`src/rtl/transfer_tx_scheduler.sv`:
```
// rtl/transfer_tx_scheduler.sv - round-robin byte scheduler feeding the active_transfer start/data channel
module transfer_tx_scheduler #(
   parameter int         N_REQ      = 3,
   parameter int         GAP_CYCLES = 16,
   parameter int         HDR_EN     = 1,
   parameter logic [4:0] HDR_TAG    = 5'b10100
) (
   input  logic                 CLK_66,
   input  logic                 RST,
   input  logic                 enable,
   input  logic [N_REQ-1:0]     req_valid,
   input  logic [8*N_REQ-1:0]   req_data,
   output logic [N_REQ-1:0]     req_ready,
   output logic                 start_transfer,
   output logic [7:0]           transfer_to_host,
   output logic [2:0]           grant_id,
   output logic                 busy,
   output logic [15:0]          frame_count
);

   localparam int              IW       = $clog2(N_REQ);
   localparam int              CW       = $clog2(GAP_CYCLES + 1);
   localparam logic [IW:0]     NQ       = (IW+1)'(N_REQ);
   localparam logic [CW-1:0]   GAP_LOAD = CW'(GAP_CYCLES);

   typedef enum logic [2:0] {S_IDLE, S_HDR, S_HGAP, S_DATA, S_DGAP} state_t;

   state_t            state_q, state_d;
   logic [N_REQ-1:0]  full_q;
   logic [7:0]        slot_q [N_REQ];
   logic [IW-1:0]     rr_q, grant_q, grant_d, winner;
   logic              any_full, launch;
   logic [CW-1:0]     gap_q;
   logic [15:0]       frame_q;
   logic [7:0]        tth_q;

   function automatic logic [IW-1:0] wrap_inc(input logic [IW-1:0] base, input logic [IW:0] step);
      logic [IW:0] s;
      s = {1'b0, base} + step;
      if (s >= NQ)
         s = s - NQ;
      return s[IW-1:0];
   endfunction

   // Scan downward so the full slot closest to the RR pointer is the last (winning) assignment.
   always_comb begin
      any_full = 1'b0;
      winner   = rr_q;
      for (int k = N_REQ-1; k >= 0; k--) begin
         if (full_q[wrap_inc(rr_q, (IW+1)'(k))]) begin
            any_full = 1'b1;
            winner   = wrap_inc(rr_q, (IW+1)'(k));
         end
      end
   end

   assign launch  = (state_q == S_IDLE) && enable && any_full;
   assign grant_d = launch ? winner : grant_q;

   always_ff @(posedge CLK_66 or negedge RST) begin
      if (!RST)
         state_q <= S_IDLE;
      else
         state_q <= state_d;
   end

   always_comb begin
      state_d = state_q;
      case (state_q)
         S_IDLE: if (launch) state_d = (HDR_EN != 0) ? S_HDR : S_DATA;
         S_HDR:  state_d = S_HGAP;
         S_HGAP: if (gap_q <= CW'(1)) state_d = S_DATA;
         S_DATA: state_d = S_DGAP;
         S_DGAP: if (gap_q <= CW'(1)) state_d = S_IDLE;
         default: state_d = S_IDLE;
      endcase
   end

   always_comb begin
      start_transfer = (state_q == S_HDR) || (state_q == S_DATA);
      busy           = (state_q != S_IDLE);
   end

   // The byte register is loaded on entry to HDR/DATA so it is valid during the pulse and held afterwards.
   always_ff @(posedge CLK_66 or negedge RST) begin
      if (!RST) begin
         grant_q <= '0;
         rr_q    <= '0;
         frame_q <= '0;
         gap_q   <= '0;
         tth_q   <= 8'h00;
      end else begin
         grant_q <= grant_d;
         if (state_d == S_HDR && state_q != S_HDR)
            tth_q <= {HDR_TAG, 3'(grant_d)};
         else if (state_d == S_DATA && state_q != S_DATA)
            tth_q <= slot_q[grant_d];
         case (state_q)
            S_HDR: gap_q <= GAP_LOAD;
            S_DATA: begin
               gap_q   <= GAP_LOAD;
               rr_q    <= wrap_inc(grant_q, (IW+1)'(1));
               frame_q <= frame_q + 16'd1;
            end
            S_HGAP, S_DGAP: if (gap_q != '0) gap_q <= gap_q - CW'(1);
            default: ;
         endcase
      end
   end

   always_ff @(posedge CLK_66 or negedge RST) begin
      if (!RST)
         full_q <= '0;
      else begin
         for (int i = 0; i < N_REQ; i++) begin
            if (state_q == S_DATA && grant_q == IW'(i))
               full_q[i] <= 1'b0;
            else if (req_valid[i] && !full_q[i])
               full_q[i] <= 1'b1;
         end
      end
   end

   always_ff @(posedge CLK_66) begin
      for (int i = 0; i < N_REQ; i++) begin
         if (req_valid[i] && !full_q[i])
            slot_q[i] <= req_data[8*i +: 8];
      end
   end

   assign req_ready        = ~full_q;
   assign transfer_to_host = tth_q;
   assign grant_id         = 3'(grant_q);
   assign frame_count      = frame_q;

endmodule

```
`config.mk`:
```
export PLATFORM = sky130hd
export DESIGN_NAME = transfer_tx_scheduler
export DESIGN_NICKNAME = d
export VERILOG_FILES = /design/src/rtl/transfer_tx_scheduler.sv
export SDC_FILE = /design/constraint.sdc
export NUM_CORES = 1
export LEC_CHECK = 0
export ABC_AREA = 1
export ABC_CLOCK_PERIOD_IN_PS = 4470
export BUFFER_PORTS_ARGS = -buffer_cell sky130_fd_sc_hd__buf_4
export CORE_UTILIZATION = 55
export CTS_CLUSTER_DIAMETER = 200
export DETAILED_ROUTE_END_ITERATION = 16
export GPL_TIMING_DRIVEN = 0
export PLACE_DENSITY_LB_ADDON = 0.12
export SLEW_MARGIN = 15
export SYNTH_ARGS = -nofsm -noshare
export SYNTH_HDL_FRONTEND = slang
export SYNTH_SLANG_ARGS = --single-unit
```
`constraint.sdc`:
```
create_clock -name CLK_66 -period 4.47 [get_ports CLK_66]
set_input_delay 0.2235 -clock CLK_66 [delete_from_list [all_inputs] [get_ports CLK_66]]
set_output_delay 0.2235 -clock CLK_66 [all_outputs]
set_load 0.02 [all_outputs]
```
==> results.md <==
* Critical-path top delay cell: dfrtp_1
* Root buffer cell: clkbuf_8
* Seq/Total Area, Yosys at 54.0%
* Synth warnings at 0
* Most frequent cells in the layout: nand2_1, buf_4, inv_1
* Share of layout cells above drive strength 1 at 27.4%
* Vias per inst at between 4 and 5
* DRT iter0 DRCs at between 100 and 150
* H-Tree Depth at 3
* Actual slew at the worst max-slew pin at around 0.73 ns
* Total chip power at around 2.3 mW
* Startpoint Class: flip-flop
* All-Layer GR Usage at between 20% and 30%
* Starting Density at 57.1%
* Clock slew at reported path FFs at approximately 0.07 ns
* Max rail drop VDD at 0.301 mV
* Top delay family on crit path: simple AND/OR/NAND/NOR gates
* Area after DPL at about 3700 um2
* Post-Syn Nets at ~370
* Critical Path End Type: flip-flop
* Clock share of power at approximately 22%
* Nets at 438
* Initial antenna violation count at 0
* Internal power at between 1 and 1.5 mW
* Final Util at 70.8%
* Crit Path Max Fanout at 9
* Drt total wl at approximately 5900 um
* Max Buffers Root-to-Sink at 2
* Dpl ws at between 2 and 2.5 ns
* Setup Crit Path Kind: reg2reg
* DIE HEIGHT at about 78 um
* IO Pins at between 60 and 70
* Relative slew slack at between 50 and 60%
* Clock Latency Late Sink at ~0.34 ns
* Final WS setup at 2.10 ns
* Final Skew at between 0.008 and 0.009 ns
* Placed insts at around 460
* Final ANT Viol Nets at 0
* Die width at slightly below 80 um
* F_max at approximately 0.42 GHz
* Drt drc at 0
* Final period utilization at a little over half
* WHS at a little over 0.06 ns
* Clock buffer count from CTS at 9
* Routed length per instance at between 10 and 15 um
* Sequential power share at between 30% and 40%
* GP Congestion at between 0.7 and 0.8
* TritonCTS clock tree: yes
* Unique masters post-synth at 34
* First-pass DRT Iterations at 4
* Buf/Inv on CP at 2
* Cells after Synth at between 300 and 400
* Pwr/cell area at 603 nW/um2
* Fin. Hold Viols at 0
* Grt ovf at 0
* Largest net degree at the start of global routing at 40
* Hold Crit Class: in2reg
* Flops & latches, synth at 63
* N_diodes at 0
* Max Cap Violations at 0
* Most used cell, CP: nand2_1
* Comb pwr share at 43.0%
* Final setup violation count at 0
* Mapped cell area at 3140 um2
* Cell Count, Final, Fillers Out at between 400 and 500
* Post-CTS setup buffer count at 0
* Worst path max stage delay at about 0.40 ns
* Vias in the first global route at roughly 2300
* Status: complete, no violations
* P_sw at 0.945 mW
* Critical Path AT at about 2.6 ns
* Setup_tns at 0 ns
* First-pass GRT wire length at 10400 um
* Commonest non-fill, non-tap cell in the layout: nand2_1
* Number of port buffers at 60
* CTS Sinks at 63
* P_leak at around 2 nW
* Net Sw Frac at between 40% and 50%
* CORE AREA at 5510 um2
* Syn-to-layout area delta at 24.0%
* Post-DP HPWL at 4270 um
* Crit-path cells: inv_1, ha_1, inv_2, nand2_1, nand2_2, a21oi_4, nand3_2, nand2_4, nand2_1, nand2_2, nand2_1, nand3_1, nand2_1, nand2_1, nand2_1
* Required @ worst endpoint at between 4 and 5 ns
* Mean Syn Cell Area at 9.70 um2
* Die Footprint at between 6000 and 7000 um2
* RSZ-0062 raised after global routing: no
* Final min period at roughly 2.4 ns
* Final Max Tran Viols at 0
* FP Rows at 27
* Post-route cell area at roughly 4000 um2
* Vias at 2282
==> power groups by stage <==
stage	sequential, mW	clock (mW)	combinational [mW]
after floorplan	0.880	0	0.653
after global placement	0.825	0	0.981
after detailed placement	0.830	0	1.01
after CTS	0.821	0.528	1.02
after global routing	0.838	0.556	1.15
final	0.821	0.519	1.01
==> worst paths after layout <==
kind	start	end	slack, ns	cells after the start
min in group asynchronous	RST	full_q[1]$_DFFE_PN0P_	0.40	2
setup reg to reg	rr_q[0]$_DFFE_PN0P_	transfer_to_host[0]$_DFFE_PN0P_	2.10	15
setup / recovery	rr_q[0]$_DFFE_PN0P_	transfer_to_host[0]$_DFFE_PN0P_	2.10	15
hold / removal	req_data[16]	slot_q[2][0]$_DFFE_PP_	0.06	1
hold reg to reg	gap_q[1]$_DFFE_PN0P_	gap_q[1]$_DFFE_PN0P_	0.49	2
max in group asynchronous	RST	frame_count[0]$_DFFE_PN0P_	3.72	2
==> logic make-up (layout without fill, tap and decap cells) <==
logic type	after synthesis	count (layout)	share of synthesized area, %
AND/OR/NAND/NOR	149	149	24.7
flip-flops	63	63	54.0
buffers and inverters	58	135	7.33
AO/OA/AOI/OAI	27	27	4.90
XOR/XNOR	14	14	4.14
adder cells (fa/ha/maj)	12	12	4.78
other	1	1	0.119
==> cells in the mapped netlist (all sizes together) <==
| cell | count | area share [%] |
|---|---|---|
| conb | 1 | 0.12 |
| xnor2 | 5 | 1.6 |
| dfrtp | 39 | 31 |
| inv | 55 | 6.6 |
| nor2 | 28 | 5.1 |
| o21ai | 11 | 1.8 |
| a21oi | 13 | 2.4 |
| nor3 | 4 | 1.0 |
| buf | 2 | 0.60 |
| or2 | 4 | 0.80 |
| o31ai | 1 | 0.24 |
| nand3 | 35 | 6.4 |
| clkinv | 1 | 0.16 |
| nand3b | 5 | 1.6 |
| o211ai | 1 | 0.24 |
| nand2 | 73 | 9.9 |
| xor2 | 9 | 2.5 |
| edfxtp | 24 | 23 |
| ha | 12 | 4.8 |
| o21bai | 1 | 0.24 |
==> registers in the layout, summed over array words and instances, names as in the netlist <==
register,count
slot_q,24
frame_count,16
transfer_to_host,8
gap_q,5
full_q,3
state_q,3
grant_q,2
rr_q,2
==> layout make-up <==
cell class	count	area, um2
Clock inverter	5	72.6
Timing Repair Buffer	61	460
Multi-Input combinational cell	203	1210
Clock buffer	11	131
Sequential cell	63	1700
Inverter	56	211
Fill cell	412	1610
Buffer	2	18.8
Tap cell	72	90.1
==> what timing repair did <==
item                                    in CTS  in global routing
resized for setup                            0                  0
endpoints found under the hold margin       39                  0
hold buffers                                 1                  0
endpoints found under the setup margin       0                  0
==> metal layers <==
layer / vias up / part of all wire, % / global-route usage [%]
met4: 0 / 1.2 / 6.79
met2: 55 / 50 / 37.2
li1: 1175 / - / -
met5: - / 0 / 0
met1: 1045 / 45 / 29.6
met3: 7 / 4.5 / 6.94
No activity file was read; power rests on OpenSTA's default activity.
